`src/rtl/csr_cmd_sequencer.sv`:
```
// SPI command sequencer that turns received bytes into CSR read/write strobes.
// Command byte layout: {op[1:0], addr[ADDR_WIDTH-1:0]}.
// Optional feature macro: CSR_SEQ_BURST_EN builds the burst-write state for op 11;
// without it op 11 is flagged as an error.
module csr_cmd_sequencer #(
    parameter int unsigned ADDR_WIDTH = 6,
    parameter int unsigned DATA_WIDTH = 8,
    parameter int unsigned DEPTH      = 32
) (
    input  logic                  clk,
    input  logic                  rst,
    input  logic                  frame,
    input  logic [DATA_WIDTH-1:0] rx_byte,
    input  logic                  rx_valid,
    output logic [DATA_WIDTH-1:0] tx_byte,
    output logic                  tx_valid,
    output logic [ADDR_WIDTH-1:0] csr_addr,
    output logic [DATA_WIDTH-1:0] csr_wdata,
    output logic                  csr_we,
    output logic                  csr_re,
    input  logic [DATA_WIDTH-1:0] csr_rdata,
    output logic                  busy,
    output logic                  err
);

    localparam logic [1:0] OP_NOP   = 2'b00;
    localparam logic [1:0] OP_READ  = 2'b01;
    localparam logic [1:0] OP_WRITE = 2'b10;

    typedef enum logic [2:0] {
        IDLE   = 3'd0,
        CMD    = 3'd1,
        WDATA  = 3'd2,
        RD_REQ = 3'd3,
        RD_CAP = 3'd4,
`ifdef CSR_SEQ_BURST_EN
        BURST  = 3'd6,
`endif
        DRAIN  = 3'd5
    } state_t;

    state_t                r_state;
    state_t                w_next;
    logic [ADDR_WIDTH-1:0] r_addr;
    logic [ADDR_WIDTH-1:0] r_csr_addr;
    logic [DATA_WIDTH-1:0] r_csr_wdata;
    logic [DATA_WIDTH-1:0] r_tx_byte;
    logic                  r_tx_valid;
    logic                  r_csr_we;
    logic                  r_csr_re;
    logic                  r_busy;
    logic                  r_err;

    logic [1:0]            w_cmd_op;
    logic [ADDR_WIDTH-1:0] w_cmd_addr;
    logic                  w_addr_ok;
    logic                  w_rx_ok;
    logic [ADDR_WIDTH-1:0] w_addr;
    logic [ADDR_WIDTH-1:0] w_csr_addr;
    logic [DATA_WIDTH-1:0] w_csr_wdata;
    logic [DATA_WIDTH-1:0] w_tx_byte;
    logic                  w_tx_valid;
    logic                  w_csr_we;
    logic                  w_csr_re;
    logic                  w_err;
`ifdef CSR_SEQ_BURST_EN
    logic [ADDR_WIDTH-1:0] w_addr_inc;
`endif

    assign w_cmd_op   = rx_byte[ADDR_WIDTH +: 2];
    assign w_cmd_addr = rx_byte[ADDR_WIDTH-1:0];
    assign w_addr_ok  = (32'(w_cmd_addr) < DEPTH);
    // A byte arriving as frame falls belongs to no transaction.
    assign w_rx_ok    = rx_valid & frame;
`ifdef CSR_SEQ_BURST_EN
    assign w_addr_inc = (32'(r_addr) == DEPTH - 1) ? '0 : r_addr + ADDR_WIDTH'(1);
`endif

    // Next-state and next-output decode; everything holds unless a case says otherwise.
    always_comb begin
        w_next      = r_state;
        w_addr      = r_addr;
        w_csr_addr  = r_csr_addr;
        w_csr_wdata = r_csr_wdata;
        w_tx_byte   = r_tx_byte;
        w_tx_valid  = 1'b0;
        w_csr_we    = 1'b0;
        w_csr_re    = 1'b0;
        w_err       = r_err;
        case (r_state)
            IDLE: begin
                if (frame) begin
                    w_next = CMD;
                    w_err  = 1'b0;
                end
            end
            CMD: begin
                if (!frame) begin
                    w_next = IDLE;
                end else if (rx_valid) begin
                    w_addr     = w_cmd_addr;
                    w_csr_addr = w_cmd_addr;
                    if (!w_addr_ok) begin
                        w_err  = 1'b1;
                        w_next = DRAIN;
                    end else begin
                        case (w_cmd_op)
                            OP_NOP:   w_next = DRAIN;
                            OP_READ: begin
                                // Strobe goes out with the state change so data returns in RD_CAP.
                                w_csr_re = 1'b1;
                                w_next   = RD_REQ;
                            end
                            OP_WRITE: w_next = WDATA;
                            default: begin
`ifdef CSR_SEQ_BURST_EN
                                w_next = BURST;
`else
                                w_err  = 1'b1;
                                w_next = DRAIN;
`endif
                            end
                        endcase
                    end
                end
            end
            WDATA: begin
                if (!frame) begin
                    w_next = IDLE;
                end else if (rx_valid) begin
                    w_csr_we    = 1'b1;
                    w_csr_addr  = r_addr;
                    w_csr_wdata = rx_byte;
                    w_next      = DRAIN;
                end
            end
            RD_REQ: begin
                // The read is already on the bus, so it completes even if frame drops.
                if (w_rx_ok) begin
                    w_err = 1'b1;
                end
                w_next = RD_CAP;
            end
            RD_CAP: begin
                if (w_rx_ok) begin
                    w_err = 1'b1;
                end
                w_tx_byte  = csr_rdata;
                w_tx_valid = 1'b1;
                w_next     = frame ? DRAIN : IDLE;
            end
`ifdef CSR_SEQ_BURST_EN
            BURST: begin
                if (!frame) begin
                    w_next = IDLE;
                end else if (rx_valid) begin
                    w_csr_we    = 1'b1;
                    w_csr_addr  = r_addr;
                    w_csr_wdata = rx_byte;
                    w_addr      = w_addr_inc;
                end
            end
`endif
            DRAIN: begin
                if (!frame) begin
                    w_next = IDLE;
                end
            end
            default: w_next = IDLE;
        endcase
    end

    // State and registered outputs.
    always_ff @(posedge clk or posedge rst) begin
        if (rst) begin
            r_state     <= IDLE;
            r_addr      <= '0;
            r_csr_addr  <= '0;
            r_csr_wdata <= '0;
            r_tx_byte   <= '0;
            r_tx_valid  <= 1'b0;
            r_csr_we    <= 1'b0;
            r_csr_re    <= 1'b0;
            r_busy      <= 1'b0;
            r_err       <= 1'b0;
        end else begin
            r_state     <= w_next;
            r_addr      <= w_addr;
            r_csr_addr  <= w_csr_addr;
            r_csr_wdata <= w_csr_wdata;
            r_tx_byte   <= w_tx_byte;
            r_tx_valid  <= w_tx_valid;
            r_csr_we    <= w_csr_we;
            r_csr_re    <= w_csr_re;
            r_busy      <= (w_next != IDLE);
            r_err       <= w_err;
        end
    end

    assign tx_byte   = r_tx_byte;
    assign tx_valid  = r_tx_valid;
    assign csr_addr  = r_csr_addr;
    assign csr_wdata = r_csr_wdata;
    assign csr_we    = r_csr_we;
    assign csr_re    = r_csr_re;
    assign busy      = r_busy;
    assign err       = r_err;

endmodule

```
`config.mk`:
```
export PLATFORM = sky130hd
export DESIGN_NAME = csr_cmd_sequencer
export DESIGN_NICKNAME = d
export VERILOG_FILES = /design/src/rtl/csr_cmd_sequencer.sv
export SDC_FILE = /design/constraint.sdc
export NUM_CORES = 1
export LEC_CHECK = 0
export CAP_MARGIN = 10
export CORE_UTILIZATION = 50
export CTS_CLUSTER_DIAMETER = 200
export DETAILED_ROUTE_END_ITERATION = 10
export PLACE_DENSITY_LB_ADDON = 0.2
export SETUP_SLACK_MARGIN = 0.5
export SYNTH_ARGS = -nofsm -noshare
export SYNTH_HDL_FRONTEND = slang
export SYNTH_SLANG_ARGS = --single-unit
```
`constraint.sdc`:
```
create_clock -name clk -period 3.7 [get_ports clk]
set_input_delay 0.74 -clock clk [delete_from_list [all_inputs] [get_ports clk]]
set_output_delay 0.74 -clock clk [all_outputs]
set_load 0.005 [all_outputs]
```
# After elaboration in Yosys (flattened, before gate mapping)
# Cells that the tools add are included.
# word_totals
regBits	36
out_inout_bits	27
wordCells	68
# op_classes
n_lt_le_gt_ge	1
muxes	31
bitwise_logic	1
reduce_logical	11
n_eq_ne	14
# op_table
cell	count
$mux 3	8
$mux 6	4
$pmux 3 s6	1
$mux 1	15
$pmux 6 s2	1
$ne 2x2->1 const B	5
$eq 3x2->1 const B	2
$eq 3x3->1 const B	2
$lt 6x6->1 const B	1
$pmux 3 s2	1
$reduce_and 3->1	2
$reduce_and 6->1	1
$reduce_bool 3->1	2
$reduce_and 5->1	1
$eq 3x1->1 const B	1
$logic_not 3->1	1
$ne 3x3->1 const B	1
$pmux 1 s3	1
$reduce_or 3->1	1
$eq 2x1->1 const B	1
$eq 2x2->1 const B	1
$logic_not 2->1	1
$ne 2x1->1 const B	1
$reduce_bool 2->1	1
2 further kinds	2

# Longest topological paths before layout
# Gate-level depths: netlist of the first run.
# logic_depth
ltp_word	7
mapped_depth	5
mapped_depth_nobuf	5

# Least setup slack after synthesis of the first run
# Ideal clock, no wire load.
# synth_path
path_kind	input-to-reg
startpoint	input port rx_byte[6]
endpoint	register r_busy, in the netlist busy
arrival_ns	1.797
n_path_buf	0
setup_slack_ns	1.764
setup_time_ns	0.139
t_required_ns	3.561
stages	5
path_cell_list	inv_1 > ha_1 > o2111ai_1 > a31oi_1 > or4_1
# synth_between
elab_chain_cells	7
# synth_rtl
element	line	rtl
start: declaration	13	input logic [DATA_WIDTH-1:0] rx_byte,
$eq 2x2->1 / $eq 2x1->1 (equally long branches)	107	case (w_cmd_op)
$pmux 3 s2 *	107	
$mux 3 *	103	if (!w_addr_ok) begin
$mux 3 *	100	end else if (rx_valid) begin
$mux 3 *	98	if (!frame) begin
$pmux 3 s6 *	90	case (r_state)
$reduce_bool 3->1 *	195	r_busy <= (w_next != IDLE);
end signal: assignment	195	
end: declaration	51	logic r_busy;
# Mark *: on every way between the ends. The rest lies on a longest branch, timed or not.
# A chain may end at the register's enable or synchronous reset.

# Worst setup path in the final report of the first run
# Ends and elaborated chain as after synthesis.

==> impl_metrics.env, run 1 <==
export IMPL_status="finished, final reports clean"
export IMPL_netlist_top_cells_count="36 x dfrtp_1, 26 x mux2_2, 8 x mux2_4, 5 x inv_1"
export IMPL_cts_path_max_buffers=2
export IMPL_post_route_period_util_pct=60.8
export IMPL_yosysTopAreaCell="dfrtp_1"
export IMPL_wl_um=2940
export IMPL_setup_viol=0
export IMPL_fillCellCount=239
export IMPL_fp_dieW_um=59.6
export IMPL_area_growth_syn_to_layout_pct=31.3
export IMPL_gp_congestion=0.836
export IMPL_grt_pass1_wl_um=4790
export IMPL_grt_pass1_vias=1060
export IMPL_p_per_area_nw_per_um2=504
export IMPL_start_util_pct=53.5
export IMPL_layout_nets=183
export IMPL_cp_max_fo=4
export IMPL_grt_max_degree=37
export IMPL_worst_slew_pin_slew_ns=1.15
export IMPL_cts_resized=0
export IMPL_synth_most_common_cell="dfrtp_1"
export IMPL_vias_per_cell=5.14
export IMPL_ant_nets=0
export IMPL_synth_warnings=0
export IMPL_n_antenna_cell=0
export IMPL_tns_ns=0
export IMPL_synth_area_top_cells="dfrtp_1 54%, mux2_2 18%, mux2_4 7.2%"
export IMPL_core_um2=3100
export IMPL_maxCapViolations=0
export IMPL_postCtsSetupRepairBufs=0
export IMPL_post_route_cells_drive_above_1_share_pct=29.2
export IMPL_pre_cts_slack_ns=1.10
export IMPL_final_cell_area_um2=2180
export IMPL_cts_hold_buf=0
export IMPL_critPathRequiredTime_ns=3.92
export IMPL_syn_inst=114
export IMPL_drc_errors=0
export IMPL_root_buffer="clkbuf_4"
export IMPL_die_h_um=59.6
export IMPL_fmax_mhz=445
export IMPL_p_leak_nw=0.949
export IMPL_synth_nets=137
export IMPL_critPathLaunchType="input pin"
export IMPL_hpwlAfterDp_um=2150
export IMPL_overflow=0
export IMPL_synth_top_area_share_pct=54.3
export IMPL_post_drt_wl_per_cell_um=14.3
export IMPL_vdd_drop_max_v=0.000340
export IMPL_drt_iter0_markers=20
export IMPL_synth_area_um2=1660
export IMPL_period_needed_ns=2.25
export IMPL_crit_type="in -> reg"
export IMPL_io_buffers=46
export IMPL_synth_distinct_cells=30
export IMPL_synth_avg_cell_area_um2=14.6
export IMPL_setup_ws_ns=1.45
export IMPL_hold_class="reg -> reg"
export IMPL_ios=47
export IMPL_clock_skew_ns=0.0120
export IMPL_track_usage_pct=18.8
export IMPL_antenna_found_initial=0
export IMPL_grt_setup_unrepaired="no"
export IMPL_synth_ff_type="dfrtp_1"
export IMPL_clkTransAtPathRegs_ns=0.11
export IMPL_cts_sinks=36
export IMPL_rows=20
export IMPL_arrival_ns=2.47
export IMPL_cts_htree_levels=2
export IMPL_ys_seq_elements=36
export IMPL_synth_yosys_seq_area_share_pct=54.3
export IMPL_cts_tree="done"
export IMPL_die_area_um2=3550
export IMPL_num_vias=1054
export IMPL_place_area_um2=2120
export IMPL_synth_edff_count=0
export IMPL_slew_headroom_pct=23.1
export IMPL_synth_async_reset_ratio_pct=100
export IMPL_slew_viol_final=0
export IMPL_insertion_delay_ns=0.33
export IMPL_setup_worst_path_end_class="flip-flop"
export IMPL_hold_viol=0
export IMPL_cts_buffers=5
export IMPL_drt_pass1_iter_count=6
-- cells by family (layout without fill, tap and decap cells) --
group	count (synthesis)	after routing	synth area share [%]
compound gates	6	6	3.17
xor+xnor	1	1	0.528
fa+ha+maj	3	3	2.26
buf+inv	13	60	5.05
flops	36	36	54.3
mux	35	35	25.5
simple gates	20	20	9.20
-- cells in the final DEF (no fill, tap or decap), types with 2 or more instances in the layout --
| cell | synthesis | routed |
|---|---|---|
| a32o_1 | 2 | 2 |
| nand2_1 | 2 | 2 |
| inv_1 | 5 | 5 |
| dfrtp_1 | 36 | 36 |
| clkinv_2 | 0 | 2 |
| mux2_2 | 26 | 26 |
| clkbuf_4 | 0 | 5 |
| mux2_4 | 8 | 8 |
| and3_1 | 3 | 3 |
| ha_1 | 3 | 3 |
| clkdlybuf4s50_1 | 0 | 46 |
| nor3b_1 | 2 | 2 |
-- stage by stage --
| stage | utilization [%] | std cells | hold slack [ns] | power (W) |
|---|---|---|---|---|
| after floorplan | - | 114 | 0.475 | 0.000691 |
| after CTS | 70.2 | 205 | 0.519 | 0.00112 |
| after detailed placement | 68.2 | 197 | 0.493 | 0.000894 |
| final | 70.2 | 205 | 0.516 | 0.00110 |
| after global placement | 68.2 | 197 | 0.483 | 0.000878 |
| after global routing | 70.2 | 205 | 0.533 | 0.00116 |
-- routing by layer --
metal  vias up  GRT usage, %  wire length [µm]
li1        496             -                 -
met1       508          23.3              1290
met2        45          30.2              1400
met3         5          7.42               213
met4         0          5.98                36
met5         -             0                 0
-- critical path, stage by stage --
cell	delay (ns)
clkdlybuf4s50_1	0.54
inv_1	0.06
ha_1	0.31
o2111ai_1	0.20
a31oi_1	0.12
or4_1	0.50
-- report_power, final --
group / leakage (nW) / internal (W) / switching [W]
combinational: 0.462 / 0.000239 / 0.0000930
sequential: 0.449 / 0.000493 / 0.0000589
clock: 0.0380 / 0.0000904 / 0.000125
total: 0.949 / 0.000822 / 0.000277
-- sequential cells by signal (all words and copies together) (netlist names) --
register	count
csr_addr	6
csr_we	1
tx_byte	8
csr_wdata	8
r_addr	6
tx_valid	1
csr_re	1
r_state	3
busy	1
err	1
-- final timing paths --
check	start	endpoint	slack, ns	cells after the start
max in group asynchronous	rst	tx_byte[0]$_DFFE_PP0N_	2.60	3
min	tx_byte[5]$_DFFE_PP0N_	tx_byte[5]$_DFFE_PP0N_	0.52	1
max	rx_byte[6]	busy$_DFF_PP0_	1.45	6
max reg2reg	r_state[2]$_DFF_PP0_	tx_byte[0]$_DFFE_PP0N_	1.64	2
min reg2reg	tx_byte[5]$_DFFE_PP0N_	tx_byte[5]$_DFFE_PP0N_	0.52	1
min in group asynchronous	rst	r_addr[1]$_DFFE_PP0P_	0.79	3
-- layout make-up --
class                   count  area, µm²  area share (%)
repair buffers             47        468            21.5
clock inverters             2       10.0           0.460
flip-flops and latches     36        901            41.4
inverters                   5       18.8           0.862
clock buffers               6       51.3            2.35
multi-input cells          65        674            31.0
well taps                  44       55.1            2.53
(Power assumes the default switching activity.)
==> run 2: changes to the inputs <==
--- a/config.mk
+++ b/config.mk
@@ -6,7 +6,7 @@
 export NUM_CORES = 1
 export LEC_CHECK = 0
 export CAP_MARGIN = 10
-export CORE_UTILIZATION = 50
+export CORE_UTILIZATION = 42
 export CTS_CLUSTER_DIAMETER = 200
 export DETAILED_ROUTE_END_ITERATION = 10
 export PLACE_DENSITY_LB_ADDON = 0.2
==> constraint.sdc (replaced) <==
create_clock -name clk -period 1.9 [get_ports clk]
set_input_delay 0.38 -clock clk [delete_from_list [all_inputs] [get_ports clk]]
set_output_delay 0.38 -clock clk [all_outputs]
set_load 0.005 [all_outputs]
==> impl_metrics.env, run 2 (synthesis gave the netlist of run 1 again) <==
export IMPL_maxCapViolations=0
export IMPL_antenna_found_initial=0
export IMPL_critPathRequiredTime_ns=2.06
export IMPL_clock_skew_ns=0.00501
export IMPL_drc_errors=0
export IMPL_num_vias=1209
export IMPL_slew_headroom_pct=70.1
export IMPL_critPathMaxStageDelay_ns=0.49
export IMPL_post_route_period_util_pct=84.3
export IMPL_root_buffer="clkbuf_8"
export IMPL_core_um2=3720
export IMPL_vdd_drop_max_v=0.000736
export IMPL_clkTransAtPathRegs_ns=0.07
export IMPL_hold_class="in -> async"
export IMPL_die_area_um2=4210
export IMPL_cts_hold_buf=0
export IMPL_post_drt_wl_per_cell_um=15.0
export IMPL_post_route_cells_drive_above_1_share_pct=47.7
export IMPL_final_common_cell="dfrtp_1"
export IMPL_setup_worst_path_end_class="flip-flop"
export IMPL_n_antenna_cell=0
export IMPL_fmax_mhz=624
export IMPL_cts_sinks=36
export IMPL_r2r_cells=4
export IMPL_insertion_delay_ns=0.28
export IMPL_final_cell_mix="33 x dfrtp_1, 32 x dlygate4sd2_1, 29 x buf_4"
export IMPL_wl_um=3670
export IMPL_grt_setup_unrepaired="yes"
export IMPL_ios=47
export IMPL_worst_slew_pin_slew_ns=0.448
export IMPL_instances_no_fill=245
export IMPL_cts_tree="done"
export IMPL_die_h_um=64.9
export IMPL_grt_pass1_wl_um=6330
export IMPL_reg2reg_to="busy$_DFF_PP0_"
export IMPL_ant_nets=0
export IMPL_grt_max_degree=37
export IMPL_overflow=0
export IMPL_layout_nets=219
export IMPL_slowest_stage="or4_1"
export IMPL_io_buffers=46
export IMPL_period_needed_ns=1.60
export IMPL_p_per_area_nw_per_um2=904
export IMPL_worstPathCellList="buf_6, and4bb_1, a32o_2, or4_1"
export IMPL_hold_slack_ns=0.495
export IMPL_area_growth_syn_to_layout_pct=56.2
export IMPL_cts_buffers=5
export IMPL_dp_cells=216
export IMPL_grt_pass1_vias=1316
export IMPL_hold_viol=0
export IMPL_drt_pass1_iter_count=4
export IMPL_p_leak_nw=1.29
export IMPL_vias_per_cell=4.93
export IMPL_setup_ws_ns=0.299
export IMPL_cts_path_max_buffers=2
export IMPL_start_util_pct=44.6
export IMPL_fp_dieW_um=64.9
export IMPL_arrival_ns=1.76
export IMPL_track_usage_pct=20.3
export IMPL_setup_viol=0
export IMPL_r2r_start="r_state[1]$_DFF_PP0_"
export IMPL_slew_viol_final=0
export IMPL_pre_cts_slack_ns=-0.206
export IMPL_rows=22
export IMPL_reg2reg_slack_ns=0.30
export IMPL_cp_max_fo=5
export IMPL_critPathLaunchType="flip-flop"
export IMPL_gp_congestion=0.832
export IMPL_crit_start="r_state[1]$_DFF_PP0_"
export IMPL_cts_htree_levels=2
export IMPL_drt_iter0_markers=41
export IMPL_status="finished, final reports clean"
export IMPL_hpwlAfterDp_um=2330
export IMPL_crit_type="reg -> reg"
==> run 2: cell types whose count changed in the layout (fill, tap and decap cells not counted), sizes merged <==
cell / previous run / this run
buf: 1 / 37
clkbuf: 6 / 7
clkdlybuf4s50: 46 / 14
clkinv: 2 / 0
clkinvlp: 0 / 1
dlygate4sd2: 0 / 32
==> run 2: final cells by class <==
class                   instances  area (µm²)
flip-flops and latches         36         905
fillers                       270        1120
repair buffers                 83         728
inverters                       5        18.8
clock buffers                   7        86.3
clock inverters                 1        7.51
well taps                      48        60.1
multi-input cells              65         786
==> run 2: stage by stage <==
step	TNS [ns]	cell area, µm²	util, %	total power (W)
after floorplan	0	1680	-	0.00135
after global placement	-1.71	2250	60.6	0.00174
after detailed placement	-1.61	2250	60.6	0.00177
after CTS	0	2560	68.9	0.00236
after global routing	0	2590	69.7	0.00248
final	0	2590	69.7	0.00234
==> run 2: worst max-delay path by stage <==
stage / endpoint / slack [ns] / cells after the start
after detailed placement: busy$_DFF_PP0_ / -0.21 / 6
after CTS: busy$_DFF_PP0_ / 0.32 / 4
after global placement: busy$_DFF_PP0_ / -0.19 / 6
final: busy$_DFF_PP0_ / 0.30 / 4
after global routing: csr_addr[1]$_DFFE_PP0P_ / 0.26 / 5
after floorplan: csr_wdata[0]$_DFFE_PP0P_ / 0.32 / 5
==> run 2: critical path, delay by kind of cell (launching register included) <==
kind	cells	cell delay, ns
AOI/OAI and AO/OA	1	0.22
DFF	1	0.45
buffers and inverters	1	0.13
and+or+nand+nor	2	0.67
==> run 2: power by group <==
group / leakage (nW) / total (W) / internal (W) / switching, W
registers: 0.445 / 0.00107 / 0.000962 / 0.000103
logic: 0.805 / 0.000715 / 0.000487 / 0.000227
clock network: 0.0445 / 0.000562 / 0.000295 / 0.000267
==> run 2: repair_timing <==
action / CTS / global route
pin swaps: 4 / 2
gates resized for setup: 65 / 4
hold endpoints to repair: 0 / 0
gates cloned: 0 / 1
setup buffers: 18 / 2
setup endpoints to repair: 59 / 29
==> run 2: layer usage <==
metal  wire (µm)  track usage (%)
met1        1580             24.9
met2        1870             34.0
met3         198             5.81
met4          18             6.94
met5           0                0
==> run 3: changes to the inputs <==
--- a/config.mk
+++ b/config.mk
@@ -6,7 +6,7 @@
 export NUM_CORES = 1
 export LEC_CHECK = 0
 export CAP_MARGIN = 10
-export CORE_UTILIZATION = 42
+export CORE_UTILIZATION = 47
 export CTS_CLUSTER_DIAMETER = 200
 export DETAILED_ROUTE_END_ITERATION = 10
 export PLACE_DENSITY_LB_ADDON = 0.2
==> constraint.sdc (replaced) <==
create_clock -name clk -period 1.65 [get_ports clk]
set_input_delay 0.33 -clock clk [delete_from_list [all_inputs] [get_ports clk]]
set_output_delay 0.33 -clock clk [all_outputs]
set_load 0.005 [all_outputs]
==> impl_metrics.env, run 3 (synthesis gave the netlist of run 1 again) <==
export IMPL_status="finished, final reports clean"
export IMPL_vias_per_cell=4.98
export IMPL_dp_cells=214
export IMPL_rows=21
export IMPL_grt_pass1_wl_um=5350
export IMPL_grt_setup_unrepaired="yes"
export IMPL_hold_viol=0
export IMPL_worst_slew_pin_slew_ns=0.444
export IMPL_final_cell_area_um2=2360
export IMPL_p_per_area_nw_per_um2=1010
export IMPL_wl_met1_um=1410
export IMPL_wl_met3_um=170
export IMPL_final_util_pct=70.1
export IMPL_wl_met2_um=1750
export IMPL_io_buffers=46
export IMPL_root_buffer="clkbuf_4"
export IMPL_vdd_drop_max_v=0.000762
export IMPL_instances_no_fill=236
export IMPL_critPathLaunchType="flip-flop"
export IMPL_die_h_um=61.4
export IMPL_cts_path_max_buffers=2
export IMPL_drt_iter0_markers=56
export IMPL_drt_pass1_iter_count=4
export IMPL_reg2reg_to="busy$_DFF_PP0_"
export IMPL_fmax_mhz=619
export IMPL_hold_slack_ns=0.394
export IMPL_post_route_period_util_pct=97.9
export IMPL_final_common_cell="dfrtp_1"
export IMPL_grt_pass1_vias=1205
export IMPL_grt_max_degree=37
export IMPL_fp_dieW_um=61.4
export IMPL_clkTransAtPathRegs_ns=0.10
export IMPL_n_antenna_cell=0
export IMPL_cts_htree_levels=2
export IMPL_cts_tree="done"
export IMPL_track_usage_pct=20.6
export IMPL_wl_um=3430
export IMPL_die_area_um2=3770
export IMPL_crit_type="reg -> reg"
export IMPL_layout_nets=213
export IMPL_post_route_cells_drive_above_1_share_pct=61.6
export IMPL_setup_viol=0
export IMPL_p_leak_nw=1.15
export IMPL_ios=47
export IMPL_slew_viol_final=0
export IMPL_slew_headroom_pct=70.4
export IMPL_crit_start="r_state[2]$_DFF_PP0_"
export IMPL_maxCapViolations=0
export IMPL_r2r_cells=4
export IMPL_cts_sinks=36
export IMPL_post_drt_wl_per_cell_um=14.5
export IMPL_start_util_pct=49.3
export IMPL_ant_nets=0
export IMPL_top_layer_used="met4"
export IMPL_hpwlAfterDp_um=2340
export IMPL_area_growth_syn_to_layout_pct=42.1
export IMPL_cts_buffers=5
export IMPL_critPathRequiredTime_ns=1.85
export IMPL_place_area_um2=2280
export IMPL_setup_worst_path_end_class="flip-flop"
export IMPL_multi_input_area_um2=754
export IMPL_core_um2=3360
export IMPL_clock_skew_ns=0.0110
export IMPL_antenna_found_initial=0
export IMPL_num_vias=1175
export IMPL_gp_congestion=0.885
export IMPL_r2r_start="r_state[2]$_DFF_PP0_"
export IMPL_fillCellCount=290
export IMPL_final_cell_mix="33 x dfrtp_1, 27 x buf_2, 25 x buf_4"
export IMPL_insertion_delay_ns=0.33
export IMPL_seqCellArea_um2=905
export IMPL_drc_errors=0
export IMPL_overflow=0
export IMPL_reg2reg_slack_ns=0.04
export IMPL_cp_max_fo=6
export IMPL_arrival_ns=1.81
export IMPL_period_needed_ns=1.61
export IMPL_hold_class="in -> async"
run 3: cell types whose count changed in the layout (fill, tap and decap cells not counted), sizes merged:
cell	before	now
clkinvlp	1	0
buf	37	58
clkbuf	7	6
clkdlybuf4s50	14	15
dlygate4sd2	32	4
clkinv	0	1
run 3: power breakdown:
group | switching, W | total [W] | internal [W] | leakage, nW
registers | 0.000119 | 0.00123 | 0.00111 | 0.445
logic | 0.000252 | 0.000747 | 0.000495 | 0.678
clock network | 0.000262 | 0.000419 | 0.000157 | 0.0281
total | 0.000633 | 0.00239 | 0.00176 | 1.15
run 3: routing by layer:
| layer | up-vias | track usage (%) |
|---|---|---|
| met3 | 12 | 7.98 |
| met5 | - | 0 |
| met1 | 566 | 23.6 |
| met4 | 0 | 11.7 |
| met2 | 42 | 33.1 |
| li1 | 555 | - |
run 3: repair_timing:
| action | in CTS | in global routing |
|---|---|---|
| buffers inserted | 12 | 3 |
| pin swaps | 5 | 3 |
| gates resized for setup | 123 | 2 |
| hold buffers | 0 | 0 |
| endpoints found under the setup margin | 62 | 60 |
run 3: area by class of cell:
class / count / share of cell area [%]
Multi-Input combinational cell: 65 / 32.0
Clock inverter: 1 / 0.212
Inverter: 5 / 0.796
Clock buffer: 6 / 1.75
Sequential cell: 36 / 38.4
Tap cell: 46 / 2.44
Timing Repair Buffer: 77 / 24.4
run 3: critical path: stages (launching register included):
cell and delay (ns):
dfrtp_2 0.45, buf_6 0.14, and4bb_1 0.18, a32o_2 0.25
or4_4 0.48
run 3: worst max-delay path by stage:
stage | to | slack (ns) | depth (start not counted)
after floorplan | csr_wdata[0]$_DFFE_PP0P_ | 0.07 | 5
after global placement | busy$_DFF_PP0_ | -0.37 | 6
after detailed placement | busy$_DFF_PP0_ | -0.45 | 6
after CTS | busy$_DFF_PP0_ | 0.04 | 4
after global routing | busy$_DFF_PP0_ | 0.02 | 4
final | busy$_DFF_PP0_ | 0.04 | 4
run 3: per-stage QoR:
step | setup slack [ns] | setup TNS [ns] | total power [W]
6_report | 0.0351 | 0 | 0.00239
5_1_grt | 0.0222 | 0 | 0.00256
3_3_place_gp | -0.367 | -4.61 | 0.00204
3_5_place_dp | -0.454 | -5.15 | 0.00207
4_1_cts | 0.0360 | 0 | 0.00239
2_1_floorplan | 0.0699 | 0 | 0.00159
